$ cat src/rtl/cpu_mult_pipe.sv
// Pipelined DATA_W x DATA_W integer multiplier (MUL/MULH/MULHSU/MULHU) with
// valid/ready flow control, a carried tag and a synchronous pipeline flush.
module cpu_mult_pipe #(
  parameter int unsigned DATA_W = 32,
  parameter int unsigned STAGES = 2,
  parameter int unsigned TAG_W  = 4
) (
  input  logic              clk,
  input  logic              reset_n,
  input  logic              in_valid,
  output logic              in_ready,
  input  logic [DATA_W-1:0] in_src1,
  input  logic [DATA_W-1:0] in_src2,
  input  logic [1:0]        in_op,
  input  logic [TAG_W-1:0]  in_tag,
  input  logic              flush,
  output logic              out_valid,
  input  logic              out_ready,
  output logic [DATA_W-1:0] out_result,
  output logic [TAG_W-1:0]  out_tag
);

  typedef enum logic [1:0] {
    OP_MUL    = 2'b00,
    OP_MULH   = 2'b01,
    OP_MULHSU = 2'b10,
    OP_MULHU  = 2'b11
  } op_e;

  // Extending to 2*DATA_W bits and keeping the product modulo 2^(2*DATA_W)
  // yields the same bits as the (2*DATA_W+2)-bit signed product we return.
  function automatic logic [DATA_W-1:0] mul_sel(input logic [DATA_W-1:0] s1,
                                                input logic [DATA_W-1:0] s2,
                                                input op_e op);
    logic [2*DATA_W-1:0] a;
    logic [2*DATA_W-1:0] b;
    logic [2*DATA_W-1:0] p;
    logic sx1;
    logic sx2;
    sx1 = ((op == OP_MULH) || (op == OP_MULHSU)) && s1[DATA_W-1];
    sx2 = (op == OP_MULH) && s2[DATA_W-1];
    a = {{DATA_W{sx1}}, s1};
    b = {{DATA_W{sx2}}, s2};
    p = a * b;
    return (op == OP_MUL) ? p[DATA_W-1:0] : p[2*DATA_W-1:DATA_W];
  endfunction

  // Result registers start at stage 1 when stage 0 is an operand register.
  localparam int unsigned RL = (STAGES == 1) ? 0 : 1;

  logic                adv;
  logic [STAGES-1:0]   vld;
  logic [TAG_W-1:0]    tag_q [STAGES];
  logic [DATA_W-1:0]   res_q [RL:STAGES-1];
  logic [DATA_W-1:0]   m1;
  logic [DATA_W-1:0]   m2;
  op_e                 mop;
  logic [DATA_W-1:0]   res_new;

  assign adv        = ~vld[STAGES-1] | out_ready;
  assign in_ready   = adv & ~flush;
  assign out_valid  = vld[STAGES-1];
  assign out_result = res_q[STAGES-1];
  assign out_tag    = tag_q[STAGES-1];

  generate
    if (STAGES == 1) begin : g_direct
      assign m1  = in_src1;
      assign m2  = in_src2;
      assign mop = op_e'(in_op);
    end else begin : g_opreg
      always_ff @(posedge clk or negedge reset_n) begin
        if (!reset_n) begin
          m1  <= '0;
          m2  <= '0;
          mop <= OP_MUL;
        end else if (!flush && adv && in_valid) begin
          m1  <= in_src1;
          m2  <= in_src2;
          mop <= op_e'(in_op);
        end
      end
    end
  endgenerate

  assign res_new = mul_sel(m1, m2, mop);

  always_ff @(posedge clk or negedge reset_n) begin
    if (!reset_n) begin
      vld <= '0;
      for (int unsigned k = 0; k < STAGES; k++) tag_q[k] <= '0;
      for (int unsigned k = RL; k < STAGES; k++) res_q[k] <= '0;
    end else if (flush) begin
      vld <= '0;
    end else if (adv) begin
      vld[0] <= in_valid;
      if (in_valid) tag_q[0] <= in_tag;
      for (int unsigned k = 1; k < STAGES; k++) begin
        vld[k]   <= vld[k-1];
        tag_q[k] <= tag_q[k-1];
      end
      // With a single stage the product is taken straight from the operands,
      // so it is only captured on accept.
      if (RL != 0 || in_valid) res_q[RL] <= res_new;
      for (int unsigned k = RL + 1; k < STAGES; k++) res_q[k] <= res_q[k-1];
    end
  end

endmodule
$ cat config.mk
export PLATFORM = sky130hd
export DESIGN_NAME = cpu_mult_pipe
export DESIGN_NICKNAME = d
export VERILOG_FILES = /design/src/rtl/cpu_mult_pipe.sv
export SDC_FILE = /design/constraint.sdc
export NUM_CORES = 2
export LEC_CHECK = 0
export BUFFER_PORTS_ARGS = -buffer_cell sky130_fd_sc_hd__buf_2
export CORE_MARGIN = 2
export CORE_UTILIZATION = 35
export DETAILED_ROUTE_END_ITERATION = 16
export PLACE_DENSITY = 0.59
export RECOVER_POWER = 100
export SYNTH_ARGS = -nofsm -noshare
export SYNTH_HDL_FRONTEND = slang
export SYNTH_SLANG_ARGS = --single-unit
$ cat constraint.sdc
create_clock -name clk -period 7.75 [get_ports clk]
set_input_delay 1.1625 -clock clk [delete_from_list [all_inputs] [get_ports clk]]
set_output_delay 1.1625 -clock clk [all_outputs]
set_load 0.01 [all_outputs]
=== Yosys cells after proc, flatten, opt, wreduce, memory -nomap -nowiden ===
Index checks and enable logic that the tools add are counted.

* Register bits: 108
* Output and inout port bits: 38
* Word-level logic and storage cells: 27
* Input port bits: 75

* Eq/ne operators: 2
* Bitwise logic cells: 4
* Multiply operators: 1
* Reductions and logical operators: 10
* Multiplexer cells: 3

{| class="wikitable"
|+ Operators with widths
! operator !! number
|-
| $mul A33 B33 Y64 || 1
|-
| $mux W32 || 1
|-
| $logic_and A1 B1 Y1 || 4
|-
| $mux W2 || 2
|-
| $reduce_and A3 Y1 || 1
|-
| $eq A2 B1 Y1 const B || 1
|-
| $eq A2 B2 Y1 const B || 1
|-
| $logic_not A2 Y1 || 1
|-
| $not A1 Y1 || 2
|-
| $reduce_and A2 Y1 || 1
|-
| $reduce_bool A2 Y1 || 1
|-
| $and A1 B1 Y1 || 1
|-
| $logic_not A1 Y1 || 1
|-
| $logic_or A1 B1 Y1 || 1
|-
| $or A1 B1 Y1 || 1
|}

=== Depth between registers and ports, before layout ===
* Depth after elaboration: 5
* Depth in mapped cells: 32
* Gate-level depth less buffers: 30

=== Least setup slack after synthesis ===
No wires, ideal clock.

* Path kind: reg2reg
* Start: register mop[0]
* End: register res_q, in the netlist out_result[31]
* Arrival time: 8.127 ns
* Buffers on the path: 2
* Required time: 7.662 ns
* Stages on the path, launching flop included: 29
* Clock period less this slack: 8.216 ns
* Slack: -0.466 ns
* Setup time: 0.088 ns
* Path through: dfrtp_1 > inv_1 > ha_1 > and2_0 > clkbuf_1 > nand2_1 > inv_1 > fa_1 > inv_1 > fa_1 > inv_1 > fa_1 > fa_1 > inv_1 > fa_1 > inv_1 > fa_1 > inv_1 > fa_1 > fa_1 > inv_1 > ha_1 > clkbuf_1 > nand4_1 > or3_1 > o21ai_0 > a21oi_1 > or4b_1 > a41oi_1

* Word-level cells in the longest chain between the ends: 5
* Elaborated cells on any way between the ends: 8
* Those cells by class: mul: 1; eq/ne: 2; mux: 1; reduce/logical: 4

{| class="wikitable"
|+ Ends and longest elaborated chain
! element !! line !! RTL
|-
| start: declaration || 57 || <nowiki>op_e mop;</nowiki>
|-
| start signal: assignment || 80 || <nowiki>mop <= op_e'(in_op);</nowiki>
|-
| $eq A2 B1 Y1 / $eq A2 B2 Y1 (equally long branches) || 40, 41 ||
|-
| $logic_or A1 B1 Y1 || 40 || <nowiki>sx1 = ((op == OP_MULH) || (op == OP_MULHSU)) && s1[DATA_W-1];</nowiki>
|-
| $logic_and A1 B1 Y1 || 40 ||
|-
| $mul A33 B33 Y64 || 44 || <nowiki>p = a * b;</nowiki>
|-
| $mux W32 (*) || 45 || <nowiki>return (op == OP_MUL) ? p[DATA_W-1:0] : p[2*DATA_W-1:DATA_W];</nowiki>
|-
| end signal: indexed assignment || 104 || <nowiki>if (RL != 0 || in_valid) res_q[RL] <= res_new;</nowiki>
|-
| end: declaration || 54 || <nowiki>logic [DATA_W-1:0] res_q [RL:STAGES-1];</nowiki>
|}

Mark *: on every way between the ends. The rest lies on a longest branch, timed or not.
A chain may end at the register's enable or synchronous reset.

=== Worst setup path in the final report ===
* Start: register mop[0]
* End: register res_q, in the netlist out_result[28]

Same word-level chain as after synthesis.

==> out/qor.yml <==
clkLatencyLatePin_ns: 0.43
clock.fmax_mhz: 129.1
io_buffers: 112
skew_ns: 0.02740
syn_to_final_growth_pct: 13.63
async_flop_share_pct: 100.0
grt_start_max_net_pins: 64
synth_most_common_cell: "inv_1"
cp_max_fo: 5
drtIter0Drc: 1555
grt_pass1_vias: 34030
hp-class: "flop to flop"
synth_top_area_share_pct: 53.08
path_clk_slew_ns: 0.11
postCtsHoldBufs: 0
synth_cells: 4630
relSlewSlack_pct: -172.3
slew_violations: 186
crit_top_cell: "fa_1"
synthFlopType: "dfrtp_1"
min_period_over_period_pct: 99.97
hold_viol_final: 0
startpoint_type: "flop"
rows: 127
start_util_pct: 35.32
cp_data_required_time_ns: 8.05
yosys-top-cells-count: "inv_1, fa_1, nand2_1, and2_1, clkbuf_1"
yosysSeqAreaShare_pct: 6.369
numCtsBuffers: 9
route.detailed.wl_per_inst_um: 18.39
clock_sinks: 108
cts_buffer_depth: 2
htree_levels: 3
grtUsageTotal_pct: 19.78
yosys.area.top_type: "fa_1"
num_vias: 31130
cts_tree: "built"
netlist_area_sq_mm: 0.04243
path_class: "flop to flop"
synth.distinct_cells: 75
fp.dieH_um: 352.2
critPathArrivalTime_ns: 8.04
dieWidth_um: 352.2
grt_first_pass_wirelength_um: 192600
violations: "capacitance limit, slew limit"
ys_ff_latch: 108
wirelength_um: 118800
fin_crit_ns: 7.747
cp-end-kind: "flop"
synth-edff-count: 0
n_fill_cell: 12150
max-cap-violations: 4
route.detailed.drc: 0
drive_gt1_share_pct: 13.28
worst_pin_slew_ns: 4.084
ant_nets: 0
hpwl_um: 101500
status: "finished, violations left"
hold_ws_ns: 0.4756
fin_nets: 6258
setup_viol: 0
globalplace.congestion: 0.9091
antenna_found_initial: 8
firstDrtPassIters: 9
vias_per_cell: 4.817
cts_root_buffer: "clkbuf_16"
gr-total-overflow: 0
die_area_sq_mm: 0.1240
avgSynthCellArea_sq_um: 9.165
synth.area.top_cells: "fa_1, inv_1, nand2_1"
coreArea_sq_mm: 0.1201
pin_count: 113
syn-num-nets: 6044
critPathSlowestCell: "fa_1"
post-route-util_pct: 40.13
max_stage_delay_ns: 0.54
rsz0062_at_grt: "yes"
yosys_warnings: 0
-- layout make-up --
| type | count | area [sq um] | share of cell area [%] |
|---|---|---|---|
| clock buffer | 10 | 239.0 | 0.4957 |
| antenna | 1 | 2.502 | 0.005190 |
| inverter | 1198 | 4507 | 9.348 |
| sequential | 108 | 2716 | 5.634 |
| multi-input combinational | 3048 | 34660 | 71.88 |
| tap | 1612 | 2017 | 4.183 |
| clock inverter | 6 | 68.82 | 0.1427 |
| timing repair buffer | 479 | 4005 | 8.307 |
-- placed cells by master, fill, tap and decap left out, types with 68 or more instances in the layout --
| cell type | Yosys | layout |
|---|---|---|
| buf_4 | 5 | 300 |
| a21oi_1 | 84 | 70 |
| and2_1 | 274 | 273 |
| ha_1 | 214 | 199 |
| buf_2 | 4 | 73 |
| inv_1 | 1197 | 1180 |
| nor2_1 | 70 | 68 |
| nand2_1 | 852 | 849 |
| fa_1 | 1125 | 1117 |
| dfrtp_1 | 108 | 97 |
-- cell families after synthesis --
logic type / count (synthesis) / synth area share (%)
adder cells (fa/ha/maj): 1339 / 59.39
buffers and inverters: 1474 / 13.10
AO/OA/AOI/OAI: 265 / 4.052
AND/OR/NAND/NOR: 1302 / 13.75
XOR/XNOR: 69 / 1.424
flip-flops: 108 / 6.369
multiplexers: 73 / 1.923
-- critical path, delay by kind of cell, from the launching register on --
| kind | cells | cell delay [ns] |
|---|---|---|
| adders and majority gates | 10 | 4.46 |
| AOI/OAI and AO/OA | 8 | 1.64 |
| buffers and inverters | 9 | 0.56 |
| DFF | 1 | 0.41 |
| and+or+nand+nor | 3 | 0.33 |
| muxes | 1 | 0.22 |
-- layer usage --
layer,track usage (%),wire length [um],share of wire [%]
met2,35.83,62320,52
met3,1.868,4954,4.2
met1,25.29,48450,41
met5,0,0,0
met4,4.897,3080,2.6
-- final timing paths --
| kind | startpoint | to | slack, ns | cells after the start |
|---|---|---|---|---|
| worst max register to register | mop[0] | out_result[28] | 0.003 | 31 |
| worst min register to register | tag_q[4] | out_tag[0] | 0.48 | 2 |
| worst min-delay path | tag_q[4] | out_tag[0] | 0.48 | 2 |
| worst max-delay path | mop[0] | out_result[28] | 0.003 | 31 |
| max in group asynchronous | reset_n | m1[10] | 2.31 | 2 |
| min in group asynchronous | reset_n | out_result[14] | 2.18 | 1 |
-- stage by stage --
stage | setup TNS [ns] | setup slack (ns) | instance area (sq um) | instances
final | 0 | 0.002636 | 48210 | 6462
after global placement | -1.192 | -0.1329 | 47370 | 6434
after detailed placement | -2.395 | -0.2136 | 47370 | 6434
after floorplan | -0.04511 | -0.04511 | 42470 | 4630
after CTS | -0.004096 | -0.004096 | 47870 | 6455
after global routing | -4.072 | -0.2908 | 48210 | 6462
-- state kept, by name, summed over array words and instances, names as in the netlist --
| name | cells |
|---|---|
| vld | 2 |
| out_tag | 4 |
| m1 | 32 |
| m2 | 32 |
| out_result | 32 |
| tag_q | 4 |
| mop | 2 |
-- timing repair --
item                                   CTS  global route
endpoints found under the hold margin    0             0
resized for setup                       42            92
pin swaps                               23            35
setup buffers                            5             8
setup endpoints to repair               21            31
Power is not shown: default switching activity piles up to over one toggle a cycle in this logic, so the estimate is an artifact.
